$ cat config.mk
export PLATFORM = sky130hd
export DESIGN_NAME = modulo_debounce_botoes
export DESIGN_NICKNAME = d
export VERILOG_FILES = /design/src/rtl/modulo_debounce_botoes.sv
export SDC_FILE = /design/constraint.sdc
export NUM_CORES = 1
export LEC_CHECK = 0
export CAP_MARGIN = 5
export CORE_UTILIZATION = 59
export CTS_CLUSTER_SIZE = 20
export DETAILED_ROUTE_END_ITERATION = 6
export HOLD_SLACK_MARGIN = 0.08
export PLACE_DENSITY = 0.77
export SYNTH_ARGS = -nofsm -noshare
export SYNTH_HDL_FRONTEND = slang
export SYNTH_SLANG_ARGS = --single-unit
$ cat constraint.sdc
create_clock -name clk -period 2.5 [get_ports clk]
set_input_delay 0.375 -clock clk [delete_from_list [all_inputs] [get_ports clk]]
set_output_delay 0.375 -clock clk [all_outputs]
set_load 0.05 [all_outputs]
$ cat src/rtl/modulo_debounce_botoes.sv
// Four-channel pushbutton debouncer: 2-FF synchronizer feeding one 4-state FSM per key.
// Define DEBOUNCE_AUTOREPEAT_EN to re-pulse a held key every REPEAT_CYCLES cycles.
module modulo_debounce_botoes #(
    parameter int STABLE_CYCLES = 500000,
    parameter int CNT_WIDTH     = 19,
    parameter int REPEAT_CYCLES = 12500000
) (
    input  logic       clk,
    input  logic       Nclr,
    input  logic [3:0] Nbotao,
    output logic [3:0] nivel,
    output logic [3:0] pulso
);

    // Bit 1 of the encoding is the debounced level, so nivel decodes without glitches.
    typedef enum logic [1:0] {
        SOLTO       = 2'b00,
        PEND_PRESS  = 2'b01,
        PRESSIONADO = 2'b11,
        PEND_SOLTO  = 2'b10
    } estado_t;

    // The sample that leaves a stable state is the first of the STABLE_CYCLES hold
    // samples, so the pending state accepts once STABLE_CYCLES-1 more have been seen.
    localparam int                   LAST_INT = (STABLE_CYCLES > 1) ? STABLE_CYCLES - 2 : 0;
    localparam logic [CNT_WIDTH-1:0] CNT_LAST = CNT_WIDTH'(LAST_INT);

`ifdef DEBOUNCE_AUTOREPEAT_EN
    localparam int                   REP_WIDTH = (REPEAT_CYCLES > 1) ? $clog2(REPEAT_CYCLES) : 1;
    localparam logic [REP_WIDTH-1:0] REP_LAST  = REP_WIDTH'(REPEAT_CYCLES - 1);
`else
    logic unused_repeat;
    assign unused_repeat = ^REPEAT_CYCLES;
`endif

    logic [3:0] sync1;
    logic [3:0] s;

    // NOTE: sequential state uses non-blocking assignments so every flop samples pre-edge values.
    always_ff @(posedge clk or negedge Nclr) begin
        if (!Nclr) begin
            sync1 <= '0;
            s     <= '0;
        end else begin
            sync1 <= ~Nbotao;
            s     <= sync1;
        end
    end

    for (genvar i = 0; i < 4; i++) begin : g_canal
        estado_t              estado, estado_prox;
        logic [CNT_WIDTH-1:0] cnt, cnt_prox;
        logic                 pulso_q, pulso_prox;
`ifdef DEBOUNCE_AUTOREPEAT_EN
        logic [REP_WIDTH-1:0] rep, rep_prox;
`endif

        always_ff @(posedge clk or negedge Nclr) begin
            if (!Nclr) begin
                estado  <= SOLTO;
                cnt     <= '0;
                pulso_q <= 1'b0;
            end else begin
                estado  <= estado_prox;
                cnt     <= cnt_prox;
                pulso_q <= pulso_prox;
            end
        end

`ifdef DEBOUNCE_AUTOREPEAT_EN
        always_ff @(posedge clk or negedge Nclr) begin
            if (!Nclr) rep <= '0;
            else       rep <= rep_prox;
        end
`endif

        // NOTE: every combinational output gets a default first, so no path can infer a latch.
        // A zero default for the counters also clears them on every state change.
        always_comb begin
            estado_prox = estado;
            cnt_prox    = '0;
            pulso_prox  = 1'b0;
`ifdef DEBOUNCE_AUTOREPEAT_EN
            rep_prox    = '0;
`endif
            unique case (estado)
                SOLTO: begin
                    if (s[i]) estado_prox = PEND_PRESS;
                end
                PEND_PRESS: begin
                    if (!s[i]) begin
                        estado_prox = SOLTO;
                    end else if (cnt >= CNT_LAST) begin
                        estado_prox = PRESSIONADO;
                        pulso_prox  = 1'b1;
                    end else begin
                        cnt_prox = (cnt == '1) ? cnt : cnt + 1'b1;
                    end
                end
                PRESSIONADO: begin
                    if (!s[i]) begin
                        estado_prox = PEND_SOLTO;
`ifdef DEBOUNCE_AUTOREPEAT_EN
                    end else if (rep >= REP_LAST) begin
                        pulso_prox = 1'b1;
                    end else begin
                        rep_prox = rep + 1'b1;
`endif
                    end
                end
                PEND_SOLTO: begin
                    if (s[i]) begin
                        estado_prox = PRESSIONADO;
                    end else if (cnt >= CNT_LAST) begin
                        estado_prox = SOLTO;
                    end else begin
                        cnt_prox = (cnt == '1) ? cnt : cnt + 1'b1;
                    end
                end
                default: estado_prox = SOLTO;
            endcase
        end

        assign nivel[i] = estado[1];
        assign pulso[i] = pulso_q;
    end

endmodule

# Yosys cells after proc, flatten, opt, wreduce, memory -nomap -nowiden
# Cells that the tools add are included.
# Widths: inputs -> output; s select.
# totals
ram_bits	0
ff_bits	96
in_bits	6
wordCells	123
rom_bits	0
output_inout_bits	8
latchBits	0
n_memories	0
# classes
n_addsub	4
n_reduce_logical	8
mux	60
n_shift	0
magnitude_cmp	4
div	0
n_eq_ne	32
mul	0
bitwise	1
# op_table
operator	count
$mux 19	16
$pmux 19 s2	4
$add 19x1->19 const B	4
$eq 19x19->1 const B	4
$ge 19x19->1 const B	4
$mux 2	24
$pmux 2 s4	4
$ne 3x3->1 const B	8
$eq 2x2->1 const B	8
$ne 2x2->1 const B	8
$reduce_and 4->1	4
$mux 1	12
$eq 2x1->1 const B	4
$logic_not 2->1	4
$not 4->4	1

# Longest topological paths before layout
# Gate-level depths: netlist of run 1.
# depth
depth_word	5
mapped_depth	10
depth_no_buf	8

# Worst setup path before layout of run 1
# No wires, ideal clock.
# synth_timing
path_type	register to register
startpoint	register g_canal[1].cnt[10]
endpoint	register g_canal[1].cnt[12]
required_ns	2.380
path_stages_with_launch	9
period_less_slack_ns	2.219
t_arrival_ns	2.099
setup_time_ns	0.120
slack_ns	0.281
path_cell_list	dfrtp_1 > or4_4 > or4_1 > o211ai_2 > a22o_4 > or2_1 > buf_6 > buf_12 > nor2_1
# synth_between
elab_chain_cells	5
elab_cells_between_ends	8
cone_classes	1 x add/sub; 1 x order compare; 1 x eq/ne; 5 x mux
# synth_lines
element	line	source
start: declaration	52	logic [CNT_WIDTH-1:0] cnt, cnt_prox;
start signal: assignment	65	cnt <= cnt_prox;
$add 19x1->19 / $eq 19x19->1 (equally long branches)	97, 117	
$mux 19	97, 117	
$mux 19 (*)	93, 114	
$mux 19 (on tied branches)	112, 91	
$pmux 19 s2 (*)	86	unique case (estado)
via g_canal[1].cnt_prox[12]	52	
# Mark *: on every way through the listed nets, which the timed path passes. The rest lies on a longest branch.
# A chain may end at the register's enable or synchronous reset.

# Final worst setup path of run 1
# layout_timing
startpoint	register g_canal[1].cnt[10]
endpoint	register g_canal[1].cnt[16]
# Same word-level chain as after synthesis.

==> results.cfg, run 1 <==
[grt]
grt_max_degree = 60
grt_use_met2_pct = 38.4
grtUsageMet3_pct = 2.89
grt_antenna_before_repair = 0
grt_overflow = 0
first_global_vias = 3971
grt.total_usage_pct = 22.9
grt-busiest-layer = met2
met1_usage_pct = 29.8
grt_pass1_wl_mm = 17.8

[yosys]
syn-num-nets = 590
synth.distinct_cells = 58
synth.avg_cell_area_um2 = 9.44
synth_edf_count = 0
synth_seq_cells = 96
synth_flop_cell = dfrtp_1
netlist.area_leader.share_pct = 45.5
netlist_instances = 560
async_reset_ff_share_pct = 100
yosysSeqAreaShare_pct = 45.5
yosysTopAreaCell = dfrtp_1
syn_area_um2 = 5280
synth_area_leaders = dfrtp_1 45%, nor2_1 7.3%, xor2_1 6.1%
yosysWarnings = 0

[worst_setup_path]
crit_slowest_cell = or4_4
max_stage_delay_ns = 0.56
cp_cell_sequence = or4_4 -> or4_1 -> o211ai_2 -> a22o_4 -> or2_1 -> buf_12 -> nor3_1
crit_type = reg -> reg
crit_path_end_kind = flip-flop
cp_data_arrival_time_ns = 2.59
crit_fanout = 19
startpoint_type = flip-flop
r2r_setup_slack_ns = 0.16
worstPathRequired_ns = 2.76

[sta]
fmax_mhz = 428
tightestPinTransition_ns = 0.726
fin_crit_sh_pct = 93.5
finClkSkew_ns = 0.00828
setup-violations-final = 0
tns_ns = 0
max-slew-margin-rel_pct = 51.6
hold_viol_final = 0
rsz0062_at_grt = no
min_period_ns = 2.34
drv_slew = 0

[clock_tree]
tritoncts = yes
clkTransAtPathRegs_ns = 0.09
post_cts_resized = 0
numCtsBuffers = 9
clk_path_buf_depth = 2
cts_sinks = 96
post-cts-setup-buffer-count = 0
insertion_delay_ns = 0.37
htreeDepth = 3
ctsHoldBuffers = 0
cts-root-buf = clkbuf_8

[worst_hold_path]
hold_class = in -> async

[die]
die_area_um2 = 9340
row_count = 34
dieHeight_um = 96.6
die-width_um = 96.6
core-area_um2 = 8680
io_pins = 14
start_util_pct = 60.9

[run_status]
outcome = complete, no violations

[pwr]
p_sw_mw = 1.45
switching_share_pct = 35.8
combPwrFrac_pct = 29.7
fin_total_pwr_mw = 4.07
pwr-share-clk_pct = 25.8
intPower_mw = 2.61
leakagePower_nw = 2.40
ir_worst_vdd_mv = 0.377
seqPwrFrac_pct = 44.5
power.density_nw_per_um2 = 718

[detailed_routing]
vias = 4017
viasPerCell = 5.87
drc_errors = 0
first_iter_violations = 169
finalWirelength_mm = 9.80
wire_per_inst_um = 14.3
drtPass1Iterations = 4
ant_nets = 0

[placement]
place_hpwl_mm = 6.72
place_congestion = 0.873
portBuffers = 13

[cells_and_area]
finalNetCount = 601
layout_common_cells = 103 x nor2_1, 96 x dfrtp_1, 43 x nand2_1
syn2layout_area_growth_pct = 7.13
diodes = 0
final_common_cell = nor2_1
final_layout_size_suffix_gt1_share_pct = 6.60

[flow_run]
maxCapViolations = 0
==> metrics by stage <==
| stage | hold WS, ns | area [um2] | instances | worst slack, ns | utilization, % |
|---|---|---|---|---|---|
| 4_1_cts | 0.0866 | 5660 | 684 | 0.102 | 65.2 |
| 2_1_floorplan | 0.0794 | 5280 | 560 | 0.281 | - |
| 3_3_place_gp | 0.334 | 5460 | 668 | 0.237 | 62.9 |
| 3_5_place_dp | 0.338 | 5460 | 668 | 0.125 | 62.9 |
| 5_1_grt | 0.121 | 5660 | 684 | 0.0335 | 65.2 |
| 6_report | 0.0594 | 5660 | 684 | 0.162 | 65.2 |
==> cell usage after synthesis, types with 2 or more instances <==
cell	instances
a311oi_1	2
nor3b_1	2
nor4b_1	3
o21ai_0	8
nand2b_1	2
nor4_1	5
a211oi_1	5
a31oi_1	7
dfrtp_1	96
or4_1	4
nor2_1	103
mux2i_1	2
o32ai_1	2
or3_1	3
nand2_1	43
xnor2_1	23
a21oi_1	8
and2_1	3
and4_1	5
and3_1	11
nor3_1	16
nand3_1	30
o31ai_1	4
o2111ai_1	2
buf_4	8
inv_1	22
clkbuf_1	8
and3_2	2
ha_1	24
nand4_1	30
xor2_1	37
nor2b_1	8
a21boi_0	4
o311ai_0	3
buf_2	2
==> final cells by class <==
class	instances	area, um2
tap	108	135
timing repair buffer	21	200
clock buffer	10	138
inverter	22	82.6
fill	710	3020
clock inverter	6	67.6
multi-input combinational	421	2640
sequential	96	2400
==> logic make-up (layout without fill, tap and decap cells) <==
group                      after synthesis  count (layout)  synth area share (%)
DFF                                     96              96                  45.5
muxes                                    3               3                 0.592
xor gates and xnor gates                60              60                  9.95
buffers and inverters                   43              59                  4.66
AOI/OAI and AO/OA                       56              56                  7.84
and+or+nand+nor                        278             278                  25.8
adders and majority gates               24              24                  5.68
==> routing by layer <==
metal	wire length [um]	share of wire, %	vias up
met3	283	2.9	16
met1	4600	47	1968
met5	0	0	-
met2	4730	48	75
met4	185	1.9	0
li1	-	-	1958
==> sequential cells by signal (all words and copies together) (netlist names) <==
register	flops
sync1	4
g_canal.cnt	76
g_canal.pulso_q	4
g_canal.estado	8
s	4
==> path summary, 6_finish.rpt <==
kind                                              start                                to  cells after the start
min in group clk                     sync1[3]$_DFF_PN0_                    s[3]$_DFF_PN0_                      0
hold / removal                                     Nclr  g_canal[3].estado[1]$_DFFE_PN0P_                      1
hold reg to reg                      sync1[3]$_DFF_PN0_                    s[3]$_DFF_PN0_                      0
setup reg to reg           g_canal[1].cnt[10]$_DFF_PN0_      g_canal[1].cnt[16]$_DFF_PN0_                      7
max in group asynchronous                          Nclr       g_canal[1].cnt[0]$_DFF_PN0_                      2
setup / recovery           g_canal[1].cnt[10]$_DFF_PN0_      g_canal[1].cnt[16]$_DFF_PN0_                      7
==> critical path, delay by kind of cell (launching register included) <==
family	cells	cell delay (ns)
buf+inv	1	0.16
flops	1	0.44
compound gates	2	0.29
simple gates	4	1.32
==> power groups by stage <==
stage | sequential [mW] | combinational, mW | clock [mW]
3_3_place_gp | 1.83 | 1.15 | 0
5_1_grt | 1.84 | 1.36 | 1.13
3_5_place_dp | 1.84 | 1.20 | 0
6_report | 1.81 | 1.21 | 1.05
2_1_floorplan | 1.80 | 0.956 | 0
4_1_cts | 1.81 | 1.21 | 1.07
Note: power is estimated with default switching activity, not from simulation.
==> run 2: changes to the inputs <==
--- a/config.mk
+++ b/config.mk
@@ -6,11 +6,11 @@
 export NUM_CORES = 1
 export LEC_CHECK = 0
 export CAP_MARGIN = 5
-export CORE_UTILIZATION = 59
+export CORE_UTILIZATION = 56
 export CTS_CLUSTER_SIZE = 20
 export DETAILED_ROUTE_END_ITERATION = 6
 export HOLD_SLACK_MARGIN = 0.08
-export PLACE_DENSITY = 0.77
+export PLACE_DENSITY = 0.76
 export SYNTH_ARGS = -nofsm -noshare
 export SYNTH_HDL_FRONTEND = slang
 export SYNTH_SLANG_ARGS = --single-unit
==> constraint.sdc (replaced) <==
create_clock -name clk -period 2 [get_ports clk]
set_input_delay 0.3 -clock clk [delete_from_list [all_inputs] [get_ports clk]]
set_output_delay 0.3 -clock clk [all_outputs]
set_load 0.05 [all_outputs]
==> run 2 against run 1 <==
Compared with the run above: the flow now finishes with violations (negative setup slack); global-route usage up 0.86 points; power up 34%; worst hold slack gained 0.29 ns; sequential cell count unchanged; count of clock-buffer cells in the layout grew 2; die area up 5.2%; maximum frequency increased by 14%; largest power group unchanged.
==> results.cfg, run 2 (synthesis results as in run 1) <==
[clock_tree]
cts-root-buf = clkbuf_8
htreeDepth = 3
tritoncts = yes
clkTransAtPathRegs_ns = 0.08
cts_sinks = 96
numCtsBuffers = 9
insertion_delay_ns = 0.37
clk_path_buf_depth = 2

[die]
dieHeight_um = 99.1
die_area_um2 = 9830
core-area_um2 = 9200
row_count = 35
io_pins = 14
start_util_pct = 57.5
die-width_um = 99.1

[cells_and_area]
syn2layout_area_growth_pct = 18.4
final_common_cell = nor2_1
final_layout_size_suffix_gt1_share_pct = 18.5
finalNetCount = 658
diodes = 0
largest_register = g_canal.cnt
top_regs = g_canal.cnt x76, g_canal.estado x8
layout_common_cells = 102 x nor2_1, 96 x dfrtp_1, 57 x buf_4
largest_reg_flops = 76
final_cells = 744

[grt]
grt_pass1_wl_mm = 18.8
grt_antenna_before_repair = 0
grt_overflow = 0
grt_max_degree = 44
grt.total_usage_pct = 23.7
first_global_vias = 4257

[sta]
min_period_ns = 2.05
fin_crit_sh_pct = 103
setup-violations-final = 17
rsz0062_at_grt = yes
fin_ws_ns = -0.0532
drv_slew = 0
tightestPinTransition_ns = 0.513
finClkSkew_ns = 0.0149
max-slew-margin-rel_pct = 65.5
fmax_mhz = 487
hold_viol_final = 0

[pwr]
pwr-share-clk_pct = 22.8
p_sw_mw = 1.95
ir_worst_vdd_mv = 0.413
switching_share_pct = 35.6
combPwrFrac_pct = 36.5
leakagePower_nw = 2.75
intPower_mw = 3.52
power.density_nw_per_um2 = 874
seqPwrFrac_pct = 40.7

[detailed_routing]
vias = 4245
drtPass1Iterations = 4
drc_errors = 0
viasPerCell = 5.71
wire_per_inst_um = 14.8
finalWirelength_mm = 11.0
ant_nets = 0
first_iter_violations = 116

[worst_setup_path]
cp_cell_sequence = or4_4 -> or4_4 -> o211ai_4 -> a22o_4 -> buf_6 -> nand4_1 -> o2111ai_2
cp_data_arrival_time_ns = 2.33
crit_fanout = 4
cp_top_family = simple AND/OR/NAND/NOR gates
crit_path_end_kind = flip-flop
crit_type = reg -> reg
startpoint_type = flip-flop
max_stage_delay_ns = 0.56
path_buf_inv = 1
crit_slowest_cell = or4_4
crit_top_cell = or4_4
worstPathRequired_ns = 2.28

[run_status]
violations = negative setup slack
outcome = finished, violations left

[placement]
place_hpwl_mm = 7.59
dp.cells = 720
place_congestion = 0.881
dp_slack_ns = -0.131
portBuffers = 13

[worst_hold_path]
hold_class = reg -> reg

[flow_run]
maxCapViolations = 0
[run 2: cell count changes in the layout (fill, tap and decap cells not counted), sizes merged, moves of 2 or more]
cell / change
buf: +55
clkbuf: +2
clkdlybuf4s50: -2
clkinv: -2
[run 2: timing repair]
item / CTS / global route
gates cloned: 1 / 1
setup buffers: 0 / 6
gates resized for setup: 12 / 31
hold buffers: 1 / 0
pin swaps: 6 / 14
setup endpoints to repair: 32 / 68
hold endpoints to repair: 29 / 0
[run 2: final timing paths]
kind / start / endpoint / slack, ns / depth (start not counted)
max reg2reg: g_canal[1].cnt[10]$_DFF_PN0_ / g_canal[1].estado[1]$_DFFE_PN0P_ / -0.05 / 7
max in group asynchronous: Nclr / g_canal[3].cnt[11]$_DFF_PN0_ / 0.93 / 3
min in group asynchronous: Nclr / s[2]$_DFF_PN0_ / 0.41 / 2
min reg2reg: sync1[0]$_DFF_PN0_ / s[0]$_DFF_PN0_ / 0.35 / 0
min: sync1[0]$_DFF_PN0_ / s[0]$_DFF_PN0_ / 0.35 / 0
max: g_canal[1].cnt[10]$_DFF_PN0_ / g_canal[1].estado[1]$_DFFE_PN0P_ / -0.05 / 7
[run 2: through the flow]
stage                     setup TNS, ns  total power [mW]  hold slack (ns)  cell area, um2  util [%]
after global routing              -1.70              5.81            0.363            6260      68.1
after global placement            -1.50              3.92            0.252            5850      63.6
after CTS                         -1.18              5.32            0.356            6080      66.1
final                            -0.426              5.47            0.353            6260      68.1
after floorplan                   -1.98              3.45          0.00441            5300         -
after detailed placement          -1.95              4.03            0.266            5850      63.6
[run 2: final cells by class]
class | count | area [um2]
clock buffers | 12 | 135
well taps | 111 | 139
multi-input cells | 422 | 2810
fillers | 696 | 2940
flip-flops and latches | 96 | 2400
inverters | 22 | 82.6
clock inverters | 4 | 53.8
repair buffers | 77 | 641
[run 2: per-layer routing]
| layer | share of wire (%) | routed length [um] | GRT usage, % | up-vias |
|---|---|---|---|---|
| met5 | 0 | 0 | 0 | - |
| met3 | 2.3 | 257 | 4.85 | 17 |
| li1 | - | - | - | 2070 |
| met4 | 1.7 | 188 | 8.82 | 0 |
| met2 | 53 | 5800 | 41.6 | 53 |
| met1 | 43 | 4790 | 29.1 | 2105 |
[run 2: power groups by stage]
stage / combinational (mW) / sequential, mW / clock, mW
2_1_floorplan: 1.20 / 2.25 / 0
3_3_place_gp: 1.67 / 2.25 / 0
3_5_place_dp: 1.77 / 2.26 / 0
4_1_cts: 1.80 / 2.22 / 1.29
5_1_grt: 2.22 / 2.24 / 1.35
6_report: 2.00 / 2.22 / 1.25
[run 2: worst register-to-register path: cells and delay by family, from the launching register on]
| kind | cells | cell delay, ns |
|---|---|---|
| flops | 1 | 0.39 |
| buf+inv | 1 | 0.11 |
| simple gates | 3 | 1.12 |
| compound gates | 3 | 0.36 |
